**config.mk**
```make
export PLATFORM = sky130hd
export DESIGN_NAME = alu_sequencer
export DESIGN_NICKNAME = d
export VERILOG_FILES = /design/src/rtl/alu_sequencer.sv
export SDC_FILE = /design/constraint.sdc
export NUM_CORES = 1
export LEC_CHECK = 0
export CORE_UTILIZATION = 50
export CTS_CLUSTER_SIZE = 14
export DETAILED_ROUTE_END_ITERATION = 12
export GPL_TIMING_DRIVEN = 0
export PLACE_DENSITY = 0.84
export SLEW_MARGIN = 0
export SYNTH_ARGS = -nofsm -noshare
export SYNTH_HDL_FRONTEND = slang
export SYNTH_SLANG_ARGS = --single-unit
```
**constraint.sdc**
```tcl
create_clock -name clock -period 2.7 [get_ports clock]
set_input_delay 0.675 -clock clock [delete_from_list [all_inputs] [get_ports clock]]
set_output_delay 0.675 -clock clock [all_outputs]
set_load 0.005 [all_outputs]
```
**src/rtl/alu_sequencer.sv**
```systemverilog
// Multi-cycle sequencer for the external 4-bit ALU: owns accumulator, C/Z flags and skip/output control.
// Define ALU_SEQ_TRAP_EN to make an illegal opcode halt the block until reset instead of retiring as a NOP.
module alu_sequencer #(
    parameter int DATA_W = 4,
    parameter int CNT_W  = 8
) (
    input  logic              clock,
    input  logic              reset_n,
    input  logic              instr_valid,
    output logic              instr_ready,
    input  logic [3:0]        instr_op,
    input  logic [DATA_W-1:0] instr_data,
    output logic [DATA_W-1:0] alu_a,
    output logic [DATA_W-1:0] alu_b,
    output logic [2:0]        alu_f,
    input  logic [DATA_W-1:0] alu_s,
    input  logic              alu_c,
    input  logic              alu_z,
    output logic [DATA_W-1:0] accu,
    output logic              flag_c,
    output logic              flag_z,
    output logic              out_valid,
    output logic [DATA_W-1:0] out_data,
    output logic              busy,
    output logic              illegal,
    output logic              halted,
    output logic [CNT_W-1:0]  retired
);

    localparam logic [1:0] ST_IDLE = 2'd0;
    localparam logic [1:0] ST_EXEC = 2'd1;
    localparam logic [1:0] ST_WB   = 2'd2;
    localparam logic [1:0] ST_HALT = 2'd3;

    localparam logic [3:0] OP_NOP  = 4'h0;
    localparam logic [3:0] OP_LIT  = 4'h1;
    localparam logic [3:0] OP_CMP  = 4'h2;
    localparam logic [3:0] OP_ADD  = 4'h3;
    localparam logic [3:0] OP_NAND = 4'h4;
    localparam logic [3:0] OP_TST  = 4'h5;
    localparam logic [3:0] OP_OUT  = 4'h6;
    localparam logic [3:0] OP_SKPZ = 4'h8;
    localparam logic [3:0] OP_SKPC = 4'h9;

    localparam logic [2:0] F_PASS_A = 3'b000;
    localparam logic [2:0] F_SUB    = 3'b001;
    localparam logic [2:0] F_PASS_B = 3'b010;
    localparam logic [2:0] F_ADD    = 3'b011;
    localparam logic [2:0] F_NAND   = 3'b100;

    logic [1:0]        state_q, state_d;
    logic [3:0]        ir_op_q, ir_op_d;
    logic [DATA_W-1:0] ir_data_q, ir_data_d;
    logic [DATA_W-1:0] res_s_q, res_s_d;
    logic              res_c_q, res_c_d;
    logic              res_z_q, res_z_d;
    logic [DATA_W-1:0] accu_q, accu_d;
    logic              flag_c_q, flag_c_d;
    logic              flag_z_q, flag_z_d;
    logic              out_valid_q, out_valid_d;
    logic [DATA_W-1:0] out_data_q, out_data_d;
    logic              illegal_q, illegal_d;
    logic              skip_q, skip_d;
    logic [CNT_W-1:0]  retired_q, retired_d;
    logic              halted_w;
    logic [2:0]        exec_f;
    logic              retire;

`ifdef ALU_SEQ_TRAP_EN
    logic halted_q, halted_d;
    assign halted_w = halted_q;
`else
    assign halted_w = 1'b0;
`endif

    always_comb begin
        exec_f = F_PASS_A;
        case (ir_op_q)
            OP_LIT:  exec_f = F_PASS_B;
            OP_CMP:  exec_f = F_SUB;
            OP_ADD:  exec_f = F_ADD;
            OP_NAND: exec_f = F_NAND;
            default: exec_f = F_PASS_A;
        endcase
    end

    always_comb begin
        // NOTE: every variable assigned here gets a default first, so no path can infer a latch.
        state_d     = state_q;
        ir_op_d     = ir_op_q;
        ir_data_d   = ir_data_q;
        res_s_d     = res_s_q;
        res_c_d     = res_c_q;
        res_z_d     = res_z_q;
        accu_d      = accu_q;
        flag_c_d    = flag_c_q;
        flag_z_d    = flag_z_q;
        out_valid_d = 1'b0;
        out_data_d  = out_data_q;
        illegal_d   = illegal_q;
        skip_d      = skip_q;
        retired_d   = retired_q;
        retire      = 1'b0;
`ifdef ALU_SEQ_TRAP_EN
        halted_d    = halted_q;
`endif
        case (state_q)
            ST_IDLE: begin
                if (instr_valid && instr_ready) begin
                    // A pending skip swallows the offered instruction without leaving IDLE.
                    if (skip_q) begin
                        skip_d = 1'b0;
                    end else begin
                        ir_op_d   = instr_op;
                        ir_data_d = instr_data;
                        state_d   = ST_EXEC;
                    end
                end
            end
            ST_EXEC: begin
                res_s_d = alu_s;
                res_c_d = alu_c;
                res_z_d = alu_z;
                state_d = ST_WB;
            end
            ST_WB: begin
                state_d = ST_IDLE;
                retire  = 1'b1;
                case (ir_op_q)
                    OP_NOP: ;
                    OP_LIT, OP_ADD: begin
                        accu_d   = res_s_q;
                        flag_c_d = res_c_q;
                        flag_z_d = res_z_q;
                    end
                    OP_NAND: begin
                        accu_d   = res_s_q;
                        flag_c_d = 1'b0;
                        flag_z_d = res_z_q;
                    end
                    OP_CMP, OP_TST: begin
                        flag_c_d = res_c_q;
                        flag_z_d = res_z_q;
                    end
                    OP_OUT: begin
                        out_valid_d = 1'b1;
                        out_data_d  = accu_q;
                    end
                    OP_SKPZ: skip_d = flag_z_q;
                    OP_SKPC: skip_d = flag_c_q;
                    default: begin
                        illegal_d = 1'b1;
`ifdef ALU_SEQ_TRAP_EN
                        halted_d  = 1'b1;
                        state_d   = ST_HALT;
                        retire    = 1'b0;
`endif
                    end
                endcase
                if (retire) begin
                    retired_d = retired_q + CNT_W'(1);
                end
            end
            ST_HALT: state_d = ST_HALT;
            default: state_d = ST_IDLE;
        endcase
    end

    always_ff @(posedge clock or negedge reset_n) begin
        if (!reset_n) begin
            state_q     <= ST_IDLE;
            ir_op_q     <= OP_NOP;
            ir_data_q   <= '0;
            res_s_q     <= '0;
            res_c_q     <= 1'b0;
            res_z_q     <= 1'b0;
            accu_q      <= '0;
            flag_c_q    <= 1'b0;
            flag_z_q    <= 1'b0;
            out_valid_q <= 1'b0;
            out_data_q  <= '0;
            illegal_q   <= 1'b0;
            skip_q      <= 1'b0;
            retired_q   <= '0;
`ifdef ALU_SEQ_TRAP_EN
            halted_q    <= 1'b0;
`endif
        end else begin
            // NOTE: non-blocking assignments so every register samples the pre-edge values.
            state_q     <= state_d;
            ir_op_q     <= ir_op_d;
            ir_data_q   <= ir_data_d;
            res_s_q     <= res_s_d;
            res_c_q     <= res_c_d;
            res_z_q     <= res_z_d;
            accu_q      <= accu_d;
            flag_c_q    <= flag_c_d;
            flag_z_q    <= flag_z_d;
            out_valid_q <= out_valid_d;
            out_data_q  <= out_data_d;
            illegal_q   <= illegal_d;
            skip_q      <= skip_d;
            retired_q   <= retired_d;
`ifdef ALU_SEQ_TRAP_EN
            halted_q    <= halted_d;
`endif
        end
    end

    assign instr_ready = (state_q == ST_IDLE) && !halted_w;
    assign busy        = (state_q != ST_IDLE);
    assign alu_a       = accu_q;
    assign alu_b       = ir_data_q;
    assign alu_f       = (state_q == ST_EXEC) ? exec_f : F_PASS_A;
    assign accu        = accu_q;
    assign flag_c      = flag_c_q;
    assign flag_z      = flag_z_q;
    assign out_valid   = out_valid_q;
    assign out_data    = out_data_q;
    assign illegal     = illegal_q;
    assign halted      = halted_w;
    assign retired     = retired_q;

endmodule

```
== Yosys cells after proc, flatten, opt, wreduce, memory -nomap -nowiden ==
Cells that the tools add are included.

* Reduce and logical (&&, ||, !) cells: 18
* Muxes and demuxes: 11
* Eq/ne operators: 14
* Bitwise gates (word level): 2
* $add $sub $neg: 1

{| class="wikitable"
|+ Operator list
! cell !! number
|-
| 4-bit by 3-bit equality test with 1-bit output (second input constant) || 3
|-
| 3-bit case mux with 4 select lines || 1
|-
| 2-bit AND reduction || 6
|-
| 9-bit OR reduction || 1
|-
| 8-bit by 1-bit adder with 8-bit output (second input constant) || 1
|-
| 4-bit by 2-bit equality test with 1-bit output (second input constant) || 2
|-
| 4-bit equality test (second input constant) || 2
|-
| 2-bit case mux with 4 select lines || 1
|-
| 1-bit case mux with 2 select lines || 3
|-
| 3-bit AND reduction || 2
|-
| 2-bit nonzero test || 3
|-
| 5-bit OR reduction || 1
|-
| 2-bit equality test (second input constant) || 2
|-
| 4-bit by 1-bit equality test with 1-bit output (second input constant) || 1
|-
| 4-bit zero test || 1
|-
| 2-bit 2-to-1 mux || 2
|-
| 4-bit OR reduction || 1
|-
| 1-bit 2-to-1 mux || 3
|-
| 3-bit 2-to-1 mux || 1
|-
| 3-bit by 1-bit inequality test with 1-bit output (second input constant) || 1
|-
| 3-bit OR reduction || 1
|-
| 2-bit by 1-bit equality test with 1-bit output (second input constant) || 1
|-
| 2-bit zero test || 1
|-
| 2-bit by 1-bit inequality test with 1-bit output (second input constant) || 1
|-
| other kinds (3) || 4
|}

* Output and inout bits: 34
* Bits in registers: 37
* Bits of input ports: 17
* Logic and storage cells: 60

== Depth between registers and ports, before layout ==
* Word-level depth: 4
* Mapped depth: 6
* Mapped depth without buffers: 5

== Worst setup path after synthesis ==
Ideal clock, no wire load.

* Kind: register to output
* Start point: reg state_q[1]
* End point: out alu_f[0]
* Slack: 790 ps
* Arrival: 1235 ps
* Cell stages (with the launch flop): 5
* Cells stage by stage: dfrtp_1 > inv_1 > ha_1 > clkbuf_1 > nor4bb_1

* Cells in the longest elaborated chain, start to end: 2

{| class="wikitable"
|+ Ends and longest elaborated chain
! what !! line !! RTL
|-
| start: declaration || 51 || <nowiki>logic [1:0] state_q, state_d;</nowiki>
|-
| start signal: assignment || 190 || <nowiki>state_q <= state_d;</nowiki>
|-
| 2-bit by 1-bit equality test with 1-bit output || 214 || <nowiki>assign alu_f = (state_q == ST_EXEC) ? exec_f : F_PASS_A;</nowiki>
|-
| 3-bit 2-to-1 mux || 214 ||
|-
| end: declaration || 15 || <nowiki>output logic [2:0] alu_f,</nowiki>
|}

No other way between the ends.

== Final worst setup path ==
Ends and elaborated chain as after synthesis.

==> results.ini <==
[power]
power.density_nw_per_um2=454
power_switching_mw=0.231
seqPwrFrac_pct=50.2
power.share.combinational_pct=6.3
power_leakage_nw=1.19
clkPwrFrac_pct=43.5
intPower_mw=0.892
total_power_mw=1.12
peakVddDrop_uv=449
swShare_pct=20.6

[outcome]
status=finished, final reports clean

[sta]
worstMarginPinSlew_ps=809
fmax_mhz=388
setup_viol=0
rsz0062_at_grt=false
tns_ps=0
finalHoldViolCount=0
post-route-period-util_pct=95.4
whs_ps=397
final.min_clock_period_ps=2580
finalMaxSlewViolations=0
setup_ws_ps=124
slew_headroom_pct=46.1
clock_skew_ps=8.33

[grt]
antenna_found_initial=0
grt_pass1_wl_mm=5.71
grt_use_total_pct=22.3
grt.overflow.total=0
grt_max_degree=38
grt_pass1_vias=1220

[logic_synthesis]
yosysSeqAreaShare_pct=52.5
netlist_instances=139
synthArstFlopShare_pct=100
synth.avg_cell_area_um2=12.7
syn-cell-area_um2=1760
synth-seq-cells=37
synth-edff-count=0
syn_nets=161
synth_cell_type_count=41
synth_warnings=0
synthFlopType=dfrtp_1

[routing]
vias=1283
wire_per_inst_um=15.0
drt_iter0_markers=31
drc_errors=0
antenna_left=0
dr.pass1.iters=4
wl_mm=3.68
viasPerCell=5.24

[place]
dpl_cell_area_um2=2310
place_ws_ps=15.1
io_buffers=49
place.gp.congestion=0.745
dpl.hpwl_mm=2.51
dp_cells=234

[worst_setup_path]
worstPathRequired_ps=2030
cp_top_family=buffers and inverters
slowest_delay_ps=550
critPathCaptureType=output pin
arrival_ps=1900
cpMaxStageDelayCell=clkdlybuf4s50_1
critPathKind=register to output pin
cp_cell_sequence=inv_2, ha_4, nor4bb_1, clkdlybuf4s50_1
start_kind=register
critPathBufInv=2
cp_max_fo=5

[worst_hold_path]
min_path_type=input pin to asynchronous set/reset pin

[cells_and_area]
utilization_pct=73.5
mostFrequentLayoutCell=clkdlybuf4s50_1
final_area_um2=2470
layout.cells.non_filler=245
syn_to_final_growth_pct=40.1
final_cell_mix=48 x clkdlybuf4s50_1, 37 x dfrtp_1, 16 x mux2_2
diodes=0
nets=220
layout-drive-gt1-share_pct=26.6

[cts]
clockBufferDepth=2
cts.htree.levels=2
tritoncts=done
clk_pin_slew_ps=120
cts.sinks=37
root_buffer=clkbuf_4
cts_buffers=5
worst_skew_pair.late_latency_ps=350

[floorplanning]
core-area_um2=3360
die_area_um2=3770
dieHeight_um=61.4
start_util_pct=52.5
core.rowCount=21
dieWidth_um=61.4
io_pins=51

[flow_run]
cap_viol_max_count=0

==> state kept, by name, summed over array words and instances (netlist names) <==
signal     flops
skip_q         1
flag_c         1
illegal        1
retired        8
flag_z         1
res_c_q        1
res_z_q        1
accu           4
out_valid      1
out_data       4
state_q        2
alu_b          4
ir_op_q        4
res_s_q        4
==> kinds of logic after synthesis <==
kind of cell	Yosys count	synth area share [%]
AO/OA/AOI/OAI	12	4.61
XOR/XNOR	7	3.48
adder cells (fa/ha/maj)	5	3.55
buffers and inverters	17	5.39
flip-flops	37	52.5
multiplexers	26	18.2
other	1	0.213
AND/OR/NAND/NOR	34	12.1
==> what timing repair did <==
action | CTS | global route
gates resized for setup | 3 | 3
endpoints found under the setup margin | 3 | 3
hold buffers | 0 | 0
pin swaps | 0 | 0
buffers inserted | 0 | 4
cloned | 0 | 0
==> power groups by stage <==
stage / combinational [mW] / sequential [mW] / clock (mW)
finish: 0.0702 / 0.564 / 0.489
global route: 0.0774 / 0.565 / 0.526
CTS: 0.0711 / 0.564 / 0.498
detailed placement: 0.0700 / 0.574 / 0
global placement: 0.0687 / 0.574 / 0
floorplan: 0.0252 / 0.574 / 0
==> worst paths after layout <==
check	start	endpoint	slack, ps	cells past startpoint
max	state_q[1]	alu_f[0]	120	4
min	reset_n	out_data[1]	400	1
max reg2reg	state_q[0]	alu_b[1]	840	6
min reg2reg	retired[7]	retired[7]	480	1
max in group asynchronous	reset_n	res_c_q	1790	1
min in group clock	retired[7]	retired[7]	480	1
==> layout make-up <==
type	instances	area [um2]
flip-flops and latches	37	926
fillers	268	891
well taps	46	57.6
multi-input cells	85	762
clock buffers	5	37.5
clock inverters	3	68.8
plain buffers	12	77.6
repair buffers	53	528
inverters	4	15.0
==> layer usage <==
metal,GRT usage [%],wire length [um]
met2,38.8,1920
met3,5.88,179
met1,24.7,1460
met4,13.0,116
met5,0,0
==> synth_stat cells (2+ instances only) <==
master / instances / area, um2
dfrtp_1: 37 / 926
mux2_2: 16 / 180
mux2_4: 8 / 120
buf_4: 5 / 37.5
ha_1: 5 / 62.6
nand4_1: 5 / 31.3
nor2_1: 5 / 18.8
nand2_1: 4 / 15.0
xor2_1: 4 / 35.0
clkbuf_1: 3 / 11.3
inv_1: 3 / 11.3
nor3b_1: 3 / 22.5
nor4bb_1: 3 / 30.0
xnor2_1: 3 / 26.3
a21o_1: 2 / 15.0
buf_2: 2 / 10.0
clkbuf_2: 2 / 10.0
mux2i_1: 2 / 20.0
nand2b_1: 2 / 12.5
nand3_1: 2 / 10.0
nor2b_1: 2 / 12.5
o21ai_0: 2 / 10.0
No activity file was read; power rests on OpenSTA's default activity.
